### src/rtl/nes_palette_loader.sv
`default_nettype none
// ============================================================================
// nes_palette_loader : packs HPS palette bytes (R,G,B) into 24-bit colour writes
// Revision 1.0
// ============================================================================
module nes_palette_loader #(
  parameter logic [7:0] PAL_INDEX  = 8'h02,
  parameter int         NUM_COLORS = 64
) (
  input  logic        clk,
  input  logic        reset,
  input  logic        ioctl_download,
  input  logic [7:0]  ioctl_index,
  input  logic        ioctl_wr,
  input  logic [7:0]  ioctl_dout,
  output logic        load_color,
  output logic [23:0] load_color_data,
  output logic [5:0]  load_color_index,
  output logic        pal_loaded,
  output logic        busy
);

  typedef enum logic [1:0] {
    ST_IDLE    = 2'd0,
    ST_COLLECT = 2'd1,
    ST_FULL    = 2'd2
  } state_t;

  localparam logic [6:0] c_num_colors = 7'(NUM_COLORS);
  localparam logic [6:0] c_last_entry = 7'(NUM_COLORS - 1);

  state_t      state_q;
  logic        dl_q;
  logic [1:0]  byte_sel_q;
  logic [6:0]  entry_cnt_q;
  logic [7:0]  red_q;
  logic [7:0]  green_q;
  logic        load_color_q;
  logic [23:0] load_color_data_q;
  logic [5:0]  load_color_index_q;
  logic        pal_loaded_q;

  logic w_index_match;
  logic w_start;
  logic w_byte;

  assign w_index_match = (ioctl_index == PAL_INDEX);
  assign w_start       = ioctl_download & ~dl_q & w_index_match;
  assign w_byte        = ioctl_wr & w_index_match;

  always_ff @(posedge clk) begin
    if (reset) begin
      state_q            <= ST_IDLE;
      // Tracks the level even in reset so a download already in flight
      // cannot look like a fresh rising edge once reset is released.
      dl_q               <= ioctl_download;
      byte_sel_q         <= 2'd0;
      entry_cnt_q        <= 7'd0;
      red_q              <= 8'h00;
      green_q            <= 8'h00;
      load_color_q       <= 1'b0;
      load_color_data_q  <= 24'h0;
      load_color_index_q <= 6'd0;
      pal_loaded_q       <= 1'b0;
    end else begin
      dl_q         <= ioctl_download;
      load_color_q <= 1'b0;
      case (state_q)
        ST_IDLE: begin
          if (w_start) begin
            state_q      <= ST_COLLECT;
            byte_sel_q   <= 2'd0;
            entry_cnt_q  <= 7'd0;
            pal_loaded_q <= 1'b0;
          end
        end
        ST_COLLECT: begin
          if (!ioctl_download) begin
            state_q    <= ST_IDLE;
            byte_sel_q <= 2'd0;
          end else if (w_byte) begin
            case (byte_sel_q)
              2'd0: begin
                red_q      <= ioctl_dout;
                byte_sel_q <= 2'd1;
              end
              2'd1: begin
                green_q    <= ioctl_dout;
                byte_sel_q <= 2'd2;
              end
              default: begin
                byte_sel_q         <= 2'd0;
                load_color_q       <= 1'b1;
                load_color_data_q  <= {red_q, green_q, ioctl_dout};
                load_color_index_q <= entry_cnt_q[5:0];
                if (entry_cnt_q != c_num_colors) begin
                  entry_cnt_q <= entry_cnt_q + 7'd1;
                end
                if (entry_cnt_q == c_last_entry) begin
                  state_q      <= ST_FULL;
                  pal_loaded_q <= 1'b1;
                end
              end
            endcase
          end
        end
        ST_FULL: begin
          if (!ioctl_download) begin
            state_q <= ST_IDLE;
          end
        end
        default: state_q <= ST_IDLE;
      endcase
    end
  end

  assign load_color       = load_color_q;
  assign load_color_data  = load_color_data_q;
  assign load_color_index = load_color_index_q;
  assign pal_loaded       = pal_loaded_q;
  assign busy             = (state_q == ST_COLLECT);

endmodule
`default_nettype wire
### config.mk
export PLATFORM = sky130hd
export DESIGN_NAME = nes_palette_loader
export DESIGN_NICKNAME = d
export VERILOG_FILES = /design/src/rtl/nes_palette_loader.sv
export SDC_FILE = /design/constraint.sdc
export NUM_CORES = 1
export LEC_CHECK = 0
export ABC_AREA = 1
export BUFFER_PORTS_ARGS = -buffer_cell sky130_fd_sc_hd__buf_2
export CAP_MARGIN = 30
export CORE_ASPECT_RATIO = 0.9
export CORE_MARGIN = 2
export CORE_UTILIZATION = 60
export CTS_BUF_LIST = sky130_fd_sc_hd__clkbuf_8
export DETAILED_ROUTE_END_ITERATION = 6
export GPL_TIMING_DRIVEN = 1
export PLACE_DENSITY = 0.94
export RECOVER_POWER = 50
export SKIP_LAST_GASP = 1
export SLEW_MARGIN = 0
export SYNTH_ARGS = -nofsm -noshare
export SYNTH_HDL_FRONTEND = slang
export SYNTH_SLANG_ARGS = --single-unit
### constraint.sdc
create_clock -name clk -period 2.4 [get_ports clk]
set_clock_uncertainty 0.15 [all_clocks]
set_input_delay 0.48 -clock clk [delete_from_list [all_inputs] [get_ports clk]]
set_output_delay 0.48 -clock clk [all_outputs]
set_load 0.01 [all_outputs]
# Word-level counts from Yosys, hierarchy flattened
# Index checks and enable logic that the tools add are counted.
totals:
  reg_bits: 60
  out_inout_bits: 33
classes:
  addsub: 1
  eq_ne: 16
  n_mux: 25
  bitwise: 8
  n_reduce_logical: 12
ops:
  columns: ["operator", "count"]
  rows:
  - ["2-to-1 mux 7 bit", 5]
  - ["2-to-1 mux 2 bit", 9]
  - ["one-hot mux 7 bit (2 select lines)", 1]
  - ["AND reduction 4 bit", 3]
  - ["AND reduction 6 bit", 2]
  - ["equality test 8 x 2 -> 1 bit, second input constant", 1]
  - ["inequality test 2 bit, second input constant", 4]
  - ["one-hot mux 2 bit (2 select lines)", 2]
  - ["adder 7 x 1 -> 7 bit, second input constant", 1]
  - ["equality test 7 x 6 -> 1 bit, second input constant", 1]
  - ["inequality test 7 bit, second input constant", 1]
  - ["2-to-1 mux 1 bit", 6]
  - ["inequality test 2 x 1 -> 1 bit, second input constant", 3]
  - ["inequality test 3 x 2 -> 1 bit, second input constant", 2]
  - ["one-hot mux 2 bit (3 select lines)", 1]
  - ["inverter 1 bit", 5]
  - ["AND reduction 5 bit", 1]
  - ["equality test 2 x 1 -> 1 bit, second input constant", 2]
  - ["zero test 2 bit", 2]
  - ["OR reduction 4 bit", 1]
  - ["AND 1 bit", 3]
  - ["inequality test 3 bit, second input constant", 1]
  - ["AND reduction 3 bit", 1]
  - ["equality test 2 bit, second input constant", 1]
  - ["other kinds (3)", 3]

# Longest topological paths before layout
# Gate-level depths: netlist of the first run.
depth:
  word_depth: 6
  ltp_mapped: 13
  ltp_nobuf: 12

# Worst setup path before layout of the first run
# No wires, ideal clock.
synth_path:
  path_type: "input -> register"
  startpoint: "input port ioctl_index[0]"
  endpoint: "register entry_cnt_q[6]"
  t_arrival_ns: 1.371
  required_time_ns: 2.122
  slack_ns: 0.751
  cell_stages: 11
  path_buffers: 1
  path_cell_list: "inv_1 nand2_1 nor2_2 nand2_2 nor2_4 nand3_2 nand2_1 buf_4 nand2_1 nand2_1 nor2_1"
synth_via:
  elab_chain_len: 4
  word_cells_on_any_way: 6
synth_rtl:
  columns: ["item", "line_no", "source"]
  rows:
  - ["from (decl)", "13", "input logic [7:0] ioctl_index,"]
  - ["equality test 8 x 2 -> 1 bit (*)", "47", "assign w_index_match = (ioctl_index == PAL_INDEX);"]
  - ["AND 1 bit (on tied branches)", "49, 48", null]
  - ["inequality test 2 x 1 -> 1 bit (no line) or inequality test 2 bit (tied branches)", null, null]
  - ["AND reduction 6 bit (no line) (*)", null, null]
  - ["to (signal assigned)", "97", "entry_cnt_q <= entry_cnt_q + 7'd1;"]
  - ["to (decl)", "35", "logic [6:0] entry_cnt_q;"]
# Every way passes the cells marked *; elsewhere a longest branch is shown, timed or not.
# A chain may end at the register's enable or synchronous reset.

# Worst setup path after layout of the first run
layout_path:
  startpoint: "register state_q[1]"
  endpoint: "output port busy"
layout_via:
  elab_chain_len: 1
layout_rtl:
  columns: ["item", "line_no", "source"]
  rows:
  - ["from (decl)", "32", "state_t state_q;"]
  - ["from (signal assigned)", "53", "state_q <= ST_IDLE;"]
  - ["from (signal assigned)", "71", "state_q <= ST_COLLECT;"]
  - ["from (signal assigned)", "79", "state_q <= ST_IDLE;"]
  - ["equality test 2 x 1 -> 1 bit", "121", "assign busy = (state_q == ST_COLLECT);"]
  - ["to (decl)", "20", "output logic busy"]
# No other way between the ends.

==> flow_summary_export.csv, run 1 <==
group,metric,value,unit
status,run_status,"completed",
global_routing,grt_resource_usage_total,26.1,%
worst_setup_path,crit_cells,5,
clock_network,cts_sinks,60,
global_routing,first_pass_grt_wire_length,9.61,mm
timing,setup-violations-final,0,
hold_path,hp-class,"in -> reg",
worst_setup_path,worst_ep_arrival_time,1.51,ns
floorplanning,floorplan.initialDensity,62.5,%
worst_setup_path,r2r_cell_count,7,
finish,post_route_cells_drive_above_1_share,12.5,%
timing,period_minus_slack,2.14,ns
finish,area_growth_syn_to_layout,16.9,%
drt,drt_wl_total,5.84,mm
pwr,powerDensity,752,nW/um^2
floorplanning,rows,22,
pwr,peakVddDrop,464,uV
clock_network,clock_insertion_delay_worst_skew,0.33,ns
synthesis,synth_enable_flop_cells,0,
floorplanning,die_w,72.9,um
worst_setup_path,crit_path_required_time,1.77,ns
synthesis,yosys_register_bits,60,
finish,antenna_cells_inserted,0,
timing,setup_repair_after_global_routing_missed_its_margin,"false",
clock_network,cts.root.buffer_cell,"sky130_fd_sc_hd__clkbuf_8",
placement,detailed_placement_hpwl,3.93,mm
worst_setup_path,slowest_stage,"sky130_fd_sc_hd__dfxtp_1",
timing,max-slew-margin-rel,54.0,%
synthesis,synthMostInstantiatedCell,"sky130_fd_sc_hd__nand2_1",
drt,viasPerCell,5.53,
drt,route.detailed.wl_per_inst,13.1,um
drt,initialDrtViolationCount,209,
pwr,power.leakage,1.18,nW
clock_network,cts_made_buffers,9,
finish,fin_nets,416,
synthesis,synth_top_cells_by_count,"sky130_fd_sc_hd__nand2_1 (71), sky130_fd_sc_hd__dfxtp_1 (60), sky130_fd_sc_hd__inv_1 (39)",
global_routing,grt_start_max_net_pins,41,
floorplanning,pin_count,53,
clock_network,postCtsSetupBuffers,0,
synthesis,synth.cell_area,2560,um^2
flow_run,max_cap_viol_count,0,
clock_network,ctsLongestPathBuffers,2,
synthesis,yosysTopAreaCell,"sky130_fd_sc_hd__dfxtp_1",
synthesis,postSynth.asyncResetShare,0,%
drt,dr_total_vias,2470,
clock_network,tritoncts,"built",
pwr,p_total,0.00225,W
synthesis,avgSynthCellArea,7.43,um^2
timing,worst-slew-pin-transition,0.689,ns
synthesis,synth_sequential_area_ratio,46.8,%
worst_setup_path,criticalPathCategory,"reg -> out",
synthesis,ys_top_cells_by_area,"sky130_fd_sc_hd__dfxtp_1 (47%), sky130_fd_sc_hd__nand2_1 (10%), sky130_fd_sc_hd__nand4_1 (7.8%)",
global_routing,grt_pass1_vias,2137,
worst_setup_path,critical_path.n_buffers_inverters,4,
worst_setup_path,regToRegStartpoint,"state_q[1]$_SDFFE_PP0P_",
timing,min_period_over_period,89.2,%
drt,drc_viols,0,
placement,gpl.final_weighted_congestion,0.874,
synthesis,synth_ff_type,"sky130_fd_sc_hd__dfxtp_1",
placement,placed_cells,431,
timing,maxClockFrequency,467,MHz
drt,post_detailed_route_count_of_antenna_violating_nets,0,
worst_setup_path,worst_path_largest_cell_delay,0.32,ns
hold_path,whs_endpoint,"dl_q$_DFF_P_",
synthesis,netlist.area_leader.share,46.8,%
clock_network,deepest_level_of_the_cts_h_tree,3,
clock_network,cts_repair_resize_count,0,
global_routing,number_of_antenna_violations_at_the_first_check_in_global_routing,0,
synthesis,synth_cell_types,23,
placement,placement.io_buffers,52,
clock_network,clk_pin_slew_worst_paths,0.06,ns
worst_setup_path,crit_path_max_fanout,16,
synthesis,syn_nets,367,
hold_path,min_from,"ioctl_download",
worst_setup_path,critical_path.top_delay_family,"buffers and inverters",
worst_setup_path,critPathCaptureType,"output port",
drt,detailedRoute.firstPassIterationCount,4,
hold_path,worstHoldPathCells,1,
worst_setup_path,crit_path_start_kind,"register",
worst_setup_path,timing.reg2reg.setup_slack,0.49,ns
floorplanning,floorplan.die_area,4810,um^2
floorplanning,core_region_area,4100,um^2
clock_network,cts.hold.buffers_added,0,
finish,final_cell_count_no_fill,447,
finish,num-fill-cells,319,
timing,final.setup.tns,0,ns
timing,slew_violations,0,
synthesis,yosys_warnings,0,
synthesis,netlist_instances,345,
worst_setup_path,path_cells,"inv_1, nand2_1, inv_2, buf_4, buf_2",
timing,final_hold_viol_count,0,
floorplanning,dieHeight,66.0,um
worst_setup_path,timing.rr.end,"green_q[4]$_SDFFE_PP0P_",
global_routing,globalRoute.totalOverflow,0,
[worst register-to-register path: stages (launching register included)]
cell and delay [ns]:
sky130_fd_sc_hd__dfxtp_1 0.32, sky130_fd_sc_hd__inv_1 0.09, sky130_fd_sc_hd__nand2_1 0.14, sky130_fd_sc_hd__inv_2 0.26, sky130_fd_sc_hd__nand2_1 0.12, sky130_fd_sc_hd__nor2_1 0.20
sky130_fd_sc_hd__nand2_2 0.22, sky130_fd_sc_hd__a211oi_1 0.31
[through the flow]
step	util [%]	hold WS (ns)	setup slack, ns	area [um^2]
2_1_floorplan	-	0.284	0.751	2560
3_3_place_gp	69.1	0.296	0.313	2830
3_5_place_dp	69.1	0.294	0.243	2830
4_1_cts	74.4	0.121	0.313	3050
5_1_grt	73.1	0.153	0.0975	3000
6_report	73.1	0.167	0.259	3000
[registers in the layout, indices dropped and copies added, names as in the netlist]
| signal | flops |
|---|---|
| load_color_index | 6 |
| dl_q | 1 |
| green_q | 8 |
| state_q | 2 |
| load_color_data | 24 |
| red_q | 8 |
| load_color | 1 |
| byte_sel_q | 2 |
| entry_cnt_q | 7 |
| pal_loaded | 1 |
[area by class of cell]
class | instances | area, um^2 | area share, %
clock buffers | 10 | 138 | 4.59
clock inverters | 6 | 80.1 | 2.67
inverters | 40 | 150 | 5.01
multi-input cells | 223 | 1090 | 36.5
flip-flops and latches | 60 | 1200 | 40.1
well taps | 48 | 60.1 | 2.00
repair buffers | 60 | 274 | 9.14
[logic make-up after synthesis]
family / share of synthesized area [%]
AOI/OAI and AO/OA: 11.8
adders and majority gates: 0.975
buffers and inverters: 10.2
DFF: 46.8
and+or+nand+nor: 30.2
[worst max path at each step]
| stage | from | slack, ns | end |
|---|---|---|---|
| finish | state_q[1]$_SDFFE_PP0P_ | 0.26 | busy |
| global route | ioctl_index[4] | 0.1 | entry_cnt_q[5]$_SDFFE_PP0P_ |
| CTS | state_q[1]$_SDFFE_PP0P_ | 0.31 | busy |
| detailed placement | ioctl_index[4] | 0.24 | entry_cnt_q[6]$_SDFFE_PP0P_ |
| global placement | ioctl_index[0] | 0.31 | entry_cnt_q[6]$_SDFFE_PP0P_ |
| floorplan | ioctl_index[0] | 0.75 | entry_cnt_q[6]$_SDFFE_PP0P_ |
[per-layer routing]
layer,vias up,global-route usage [%],share of wire [%],wire [um]
li1,1244,-,-,-
met1,1107,35.6,46,2700
met2,108,38.3,45,2610
met3,11,5.49,7.0,411
met4,0,14.4,2.1,121
met5,-,0,0,0
[where the power goes]
group	total [W]	switching (W)	internal, W	leakage, nW
sequential	0.00101	0.00000680	0.00101	0.483
clock	0.000982	0.000379	0.000603	0.115
combinational	0.000260	0.000188	0.0000726	0.580
total	0.00225	0.000573	0.00168	1.18
[layout by cell type, fill, tap and decap left out]
cell / netlist / layout
sky130_fd_sc_hd__or2_2: 1 / 1
sky130_fd_sc_hd__a211oi_1: 16 / 16
sky130_fd_sc_hd__ha_1: 2 / 2
sky130_fd_sc_hd__inv_2: 1 / 1
sky130_fd_sc_hd__clkbuf_8: 0 / 10
sky130_fd_sc_hd__bufinv_16: 0 / 2
sky130_fd_sc_hd__dfxtp_1: 60 / 60
sky130_fd_sc_hd__nor3_1: 1 / 1
sky130_fd_sc_hd__nand2_2: 4 / 3
sky130_fd_sc_hd__clkbuf_1: 8 / 33
sky130_fd_sc_hd__nor2_2: 2 / 3
sky130_fd_sc_hd__clkinvlp_4: 0 / 1
sky130_fd_sc_hd__buf_4: 2 / 6
sky130_fd_sc_hd__nand3_2: 1 / 1
sky130_fd_sc_hd__a21o_1: 1 / 1
sky130_fd_sc_hd__nand2_1: 71 / 72
sky130_fd_sc_hd__clkbuf_2: 0 / 2
sky130_fd_sc_hd__nor2_1: 38 / 38
sky130_fd_sc_hd__inv_1: 39 / 41
sky130_fd_sc_hd__o21ai_1: 1 / 1
sky130_fd_sc_hd__nor3b_1: 2 / 2
sky130_fd_sc_hd__a21oi_1: 34 / 34
sky130_fd_sc_hd__nand4_1: 32 / 32
sky130_fd_sc_hd__buf_2: 11 / 19
sky130_fd_sc_hd__clkinv_2: 0 / 1
sky130_fd_sc_hd__nand3_1: 16 / 16
(Power assumes the default switching activity.)
==> run 2, diff against run 1 <==
--- a/config.mk
+++ b/config.mk
@@ -6,15 +6,15 @@
 export NUM_CORES = 1
 export LEC_CHECK = 0
 export ABC_AREA = 1
-export BUFFER_PORTS_ARGS = -buffer_cell sky130_fd_sc_hd__buf_2
 export CAP_MARGIN = 30
 export CORE_ASPECT_RATIO = 0.9
 export CORE_MARGIN = 2
 export CORE_UTILIZATION = 60
 export CTS_BUF_LIST = sky130_fd_sc_hd__clkbuf_8
 export DETAILED_ROUTE_END_ITERATION = 6
+export DONT_BUFFER_PORTS = 1
 export GPL_TIMING_DRIVEN = 1
-export PLACE_DENSITY = 0.94
+export PLACE_DENSITY = 0.84
 export RECOVER_POWER = 50
 export SKIP_LAST_GASP = 1
 export SLEW_MARGIN = 0
==> flow_summary_export.csv, run 2 (same netlist as run 1, synthesis figures left out) <==
group,metric,value,unit
floorplanning,rows,22,
finish,multiInputGateArea,1100,um^2
drt,viasPerCell,5.73,
floorplanning,floorplan.die_area,4810,um^2
floorplanning,dieHeight,66.0,um
global_routing,first_pass_grt_wire_length,9.02,mm
clock_network,tritoncts,"built",
timing,setup-violations-final,0,
pwr,p_total,0.00194,W
finish,area_growth_syn_to_layout,5.76,%
drt,highest_layer,"met4",
floorplanning,die_w,72.9,um
timing,period_minus_slack,1.96,ns
clock_network,cts_sinks,60,
worst_setup_path,critical_path.n_buffers_inverters,3,
timing,slew_violations,0,
worst_setup_path,worst_path_most_repeated_cell,"sky130_fd_sc_hd__nand2_1",
drt,detailedRoute.firstPassIterationCount,5,
worst_setup_path,criticalPathCategory,"reg -> reg",
finish,antenna_cells_inserted,0,
flow_run,max_cap_viol_count,0,
worst_setup_path,worst_path_largest_cell_delay,0.33,ns
finish,leading_cell_type_in_the_layout_fill_and_taps_excluded,"sky130_fd_sc_hd__nand2_1",
drt,route.detailed.wl_per_inst,14.5,um
worst_setup_path,critical_path.top_delay_family,"simple AND/OR/NAND/NOR gates",
worst_setup_path,worst_ep_arrival_time,2.04,ns
placement,placement.io_buffers,0,
global_routing,grt_resource_usage_total,24.8,%
timing,final.setup.tns,0,ns
worst_setup_path,slowest_stage,"sky130_fd_sc_hd__inv_2",
drt,met2_wirelength,2.56,mm
drt,post_detailed_route_count_of_antenna_violating_nets,0,
drt,drt_wl_total,5.72,mm
clock_network,deepest_level_of_the_cts_h_tree,3,
finish,num-fill-cells,363,
drt,drc_viols,0,
global_routing,grt_start_max_net_pins,53,
clock_network,clk_pin_slew_worst_paths,0.06,ns
pwr,power.leakage,1.03,nW
clock_network,cts_made_buffers,9,
floorplanning,core_region_area,4100,um^2
clock_network,postCtsSetupBuffers,0,
worst_setup_path,crit_path_required_time,2.48,ns
hold_path,hp-class,"in -> reg",
global_routing,globalRoute.totalOverflow,0,
clock_network,clock_insertion_delay_worst_skew,0.34,ns
finish,fin_nets,363,
drt,met1_length,2.51,mm
drt,met3_wirelength,559,um
timing,min_period_over_period,81.5,%
pwr,peakVddDrop,455,uV
floorplanning,pin_count,53,
timing,final_hold_viol_count,0,
drt,dr_total_vias,2253,
clock_network,ctsLongestPathBuffers,2,
finish,footprint_of_the_flip_flops_and_latches,1200,um^2
pwr,powerDensity,714,nW/um^2
floorplanning,floorplan.initialDensity,62.5,%
timing,worst-slew-pin-transition,0.495,ns
timing,maxClockFrequency,511,MHz
timing,max-slew-margin-rel,67.0,%
finish,post_route_cells_drive_above_1_share,7.54,%
finish,layout_common_cells,"sky130_fd_sc_hd__nand2_1 (72), sky130_fd_sc_hd__dfxtp_1 (60), sky130_fd_sc_hd__inv_1 (42)",
worst_setup_path,path_cells,"inv_1, nand2_1, inv_2, nand2_1, inv_1, nand3_2, nand2_1, nand2_1, nand2_1, nor2_1",
placement,gpl.final_weighted_congestion,0.864,
clock_network,cts.root.buffer_cell,"sky130_fd_sc_hd__clkbuf_8",
drt,initialDrtViolationCount,255,
global_routing,grt_pass1_vias,1925,
finish,largest_reg_flops,24,
worst_setup_path,crit_path_max_fanout,19,
worst_setup_path,critPathCaptureType,"register",
worst_setup_path,crit_path_start_kind,"register",
placement,detailed_placement_hpwl,3.83,mm
global_routing,number_of_antenna_violations_at_the_first_check_in_global_routing,0,
status,run_status,"completed",
timing,setup_repair_after_global_routing_missed_its_margin,"false",
run 2: cell count changes in the layout (fill, tap and decap cells not counted), sizes merged:
| cell | delta |
|---|---|
| bufinv | -2 |
| clkinvlp | -1 |
| buf | -20 |
| clkbuf | -35 |
| inv | +1 |
| dlygate4sd3 | +1 |
| clkinv | +2 |
run 2: worst register-to-register path: cells and delay by family (launching register included):
family                 cells  cell delay (ns)
buffers and inverters      3             0.50
DFF                        1             0.31
and+or+nand+nor            7             0.90
run 2: layout make-up:
cell class                 instances  share of cell area (%)
clock buffer                       9                    4.57
clock inverter                     6                   0.969
inverter                          40                    5.54
multi-input combinational        223                    40.5
sequential                        60                    44.3
tap                               48                    2.21
timing repair buffer               7                    1.89
run 2: routing by layer:
metal,track usage (%),vias up
met4,7.64,0
li1,-,1134
met5,0,-
met3,12.0,11
met2,36.6,88
met1,31.7,1020
run 2: final timing paths:
kind                            cells past startpoint  slack, ns                                to                    start
worst min register to register                      2       0.31           green_q[3]$_SDFFE_PP0P_  green_q[3]$_SDFFE_PP0P_
worst max register to register                     10       0.44       entry_cnt_q[5]$_SDFFE_PP0P_  state_q[1]$_SDFFE_PP0P_
worst min-delay path                                1       0.06  load_color_index[2]$_SDFFE_PP0P_                    reset
worst max-delay path                               10       0.44       entry_cnt_q[5]$_SDFFE_PP0P_  state_q[1]$_SDFFE_PP0P_
run 2: what timing repair did:
item | CTS | global route
gates resized for setup | 0 | 0
hold endpoints to repair | 0 | 1
hold buffers | 0 | 1
run 2: power by group:
part / internal [W] / switching, W / total (W)
clock network: 0.000351 / 0.000357 / 0.000707
registers: 0.00101 / 0.00000740 / 0.00101
logic: 0.0000495 / 0.000166 / 0.000215
total: 0.00141 / 0.000530 / 0.00194
run 2: per-stage QoR:
step	util [%]	worst slack (ns)	cell area [um^2]	cells	hold slack [ns]
finish	66.1	0.443	2710	393	0.0582
CTS	66.0	0.510	2710	392	0.00455
floorplan	-	0.751	2560	345	0.284
detailed placement	62.4	0.365	2560	377	0.297
global route	66.1	0.269	2710	393	0.0476
global placement	62.4	0.422	2560	377	0.293
==> run 3, diff against run 2 <==
--- a/config.mk
+++ b/config.mk
@@ -9,12 +9,12 @@
 export CAP_MARGIN = 30
 export CORE_ASPECT_RATIO = 0.9
 export CORE_MARGIN = 2
-export CORE_UTILIZATION = 60
+export CORE_UTILIZATION = 59
 export CTS_BUF_LIST = sky130_fd_sc_hd__clkbuf_8
 export DETAILED_ROUTE_END_ITERATION = 6
 export DONT_BUFFER_PORTS = 1
 export GPL_TIMING_DRIVEN = 1
-export PLACE_DENSITY = 0.84
+export PLACE_DENSITY = 0.86
 export RECOVER_POWER = 50
 export SKIP_LAST_GASP = 1
 export SLEW_MARGIN = 0
==> constraint.sdc (replaced) <==
create_clock -name clk -period 1.7 [get_ports clk]
set_clock_uncertainty 0.15 [all_clocks]
set_input_delay 0.34 -clock clk [delete_from_list [all_inputs] [get_ports clk]]
set_output_delay 0.34 -clock clk [all_outputs]
set_load 0.01 [all_outputs]
==> flow_summary_export.csv, run 3 (same netlist as run 1, synthesis figures left out) <==
group,metric,value,unit
status,run_status,"completed",
timing,setup-violations-final,0,
clock_network,clk_pin_slew_worst_paths,0.06,ns
drt,route.detailed.wl_per_inst,15.6,um
finish,core_util_final,72.8,%
finish,area_growth_syn_to_layout,17.2,%
floorplanning,core_region_area,4130,um^2
finish,fin_nets,374,
pwr,power.leakage,1.17,nW
placement,placement.io_buffers,0,
finish,largest_reg_flops,24,
drt,detailedRoute.firstPassIterationCount,5,
global_routing,grt_pass1_vias,2103,
timing,max-slew-margin-rel,76.1,%
timing,setup_repair_after_global_routing_missed_its_margin,"true",
clock_network,tritoncts,"built",
drt,dr_total_vias,2361,
global_routing,first_pass_grt_wire_length,9.74,mm
timing,period_minus_slack,1.64,ns
placement,dp_slack,-0.0662,ns
clock_network,deepest_level_of_the_cts_h_tree,3,
floorplanning,floorplan.initialDensity,62.1,%
worst_setup_path,worst_ep_arrival_time,1.15,ns
pwr,powerDensity,1100,nW/um^2
finish,leading_cell_type_in_the_layout_fill_and_taps_excluded,"sky130_fd_sc_hd__nand2_1",
floorplanning,dieHeight,66.6,um
worst_setup_path,path_cells,"inv_1, nand2_2, inv_4, buf_12",
clock_network,cts.root.buffer_cell,"sky130_fd_sc_hd__clkbuf_8",
clock_network,cts_sinks,60,
worst_setup_path,r2r_cell_count,11,
finish,post_route_cells_drive_above_1_share,16.5,%
placement,gpl.final_weighted_congestion,0.842,
global_routing,globalRoute.totalOverflow,0,
pwr,peakVddDrop,777,uV
finish,layout_common_cells,"sky130_fd_sc_hd__nand2_1 (69), sky130_fd_sc_hd__dfxtp_1 (58), sky130_fd_sc_hd__inv_1 (38)",
flow_run,max_cap_viol_count,0,
timing,slew_violations,0,
floorplanning,rows,22,
timing,min_period_over_period,96.8,%
worst_setup_path,timing.reg2reg.setup_slack,0.08,ns
floorplanning,floorplan.die_area,4890,um^2
timing,setup_ws,0.0552,ns
global_routing,grt_resource_usage_total,26.3,%
worst_setup_path,worstSetupEndpoint,"busy",
timing,worst-slew-pin-transition,0.356,ns
worst_setup_path,timing.rr.end,"entry_cnt_q[4]$_SDFFE_PP0P_",
worst_setup_path,slowest_stage,"sky130_fd_sc_hd__dfxtp_1",
finish,layout.cell_area.non_filler,3010,um^2
global_routing,number_of_antenna_violations_at_the_first_check_in_global_routing,0,
drt,post_detailed_route_count_of_antenna_violating_nets,0,
placement,detailed_placement_hpwl,3.84,mm
drt,viasPerCell,5.83,
hold_path,hp-class,"in -> reg",
worst_setup_path,crit_path_required_time,1.21,ns
worst_setup_path,regToRegStartpoint,"entry_cnt_q[0]$_SDFFE_PP0P_",
finish,antenna_cells_inserted,0,
worst_setup_path,critPathCaptureType,"output port",
worst_setup_path,worst_path_largest_cell_delay,0.31,ns
timing,final.setup.tns,0,ns
worst_setup_path,worst_setup_path_startpoint,"state_q[1]$_SDFFE_PP0P_",
clock_network,cts_made_buffers,9,
clock_network,clock_insertion_delay_worst_skew,0.34,ns
timing,final_hold_viol_count,0,
drt,initialDrtViolationCount,198,
worst_setup_path,criticalPathCategory,"reg -> out",
placement,placed_cell_areas,2620,um^2
floorplanning,pin_count,53,
timing,maxClockFrequency,608,MHz
worst_setup_path,crit_path_start_kind,"register",
worst_setup_path,crit_path_max_fanout,22,
clock_network,ctsLongestPathBuffers,2,
drt,drt_wl_total,6.33,mm
global_routing,grt_start_max_net_pins,52,
floorplanning,die_w,73.5,um
drt,drc_viols,0,
[run 3: timing repair]
item / in CTS / in global routing
endpoints found under the setup margin: 8 / 26
hold buffers: 2 / 0
endpoints found under the hold margin: 52 / 0
buffers inserted: 0 / 1
pin swaps: 0 / 1
gates resized for setup: 4 / 24
gates cloned: 0 / 1
[run 3: power breakdown]
group	switching, W	total (W)	internal (W)
sequential	0.0000105	0.00143	0.00142
clock	0.000542	0.00148	0.000940
combinational	0.000271	0.000391	0.000120
[run 3: worst min-delay path by stage]
| stage | end | cells past startpoint | from |
|---|---|---|---|
| 6_report | load_color_data[7]$_SDFFE_PP0P_ | 2 | ioctl_dout[7] |
| 5_1_grt | load_color_data[5]$_SDFFE_PP0P_ | 2 | ioctl_dout[5] |
| 4_1_cts | load_color_data[0]$_SDFFE_PP0P_ | 2 | ioctl_dout[0] |
| 3_5_place_dp | dl_q$_DFF_P_ | 0 | ioctl_download |
| 3_3_place_gp | dl_q$_DFF_P_ | 0 | ioctl_download |
| 2_1_floorplan | dl_q$_DFF_P_ | 0 | ioctl_download |
[run 3: final cells by class]
class,count,area [um^2]
flip-flops and latches,60,1210
multi-input cells,224,1190
fillers,303,1120
clock buffers,12,165
repair buffers,17,159
inverters,40,153
clock inverters,4,70.1
well taps,48,60.1
[run 3: stage by stage]
stage                     total power (W)  std cells  hold slack (ns)
final                             0.00330        405           0.0185
after CTS                         0.00328        403           0.0106
after detailed placement          0.00177        385            0.218
after global placement            0.00177        385            0.218
after floorplan                   0.00173        345            0.218
after global routing              0.00341        405           0.0139
[run 3: layer usage]
metal  GRT usage, %  wire length [um]  vias up
li1               -                 -     1157
met1           33.5              2780     1093
met2           40.1              2940       94
met3           8.77               476       17
met4           11.8               136        0
met5              0                 0        -
[run 3: critical path, delay by kind of cell, from the launching register on]
family / cells / cell delay (ns)
buf+inv: 3 / 0.38
simple gates: 1 / 0.12
flops: 1 / 0.31
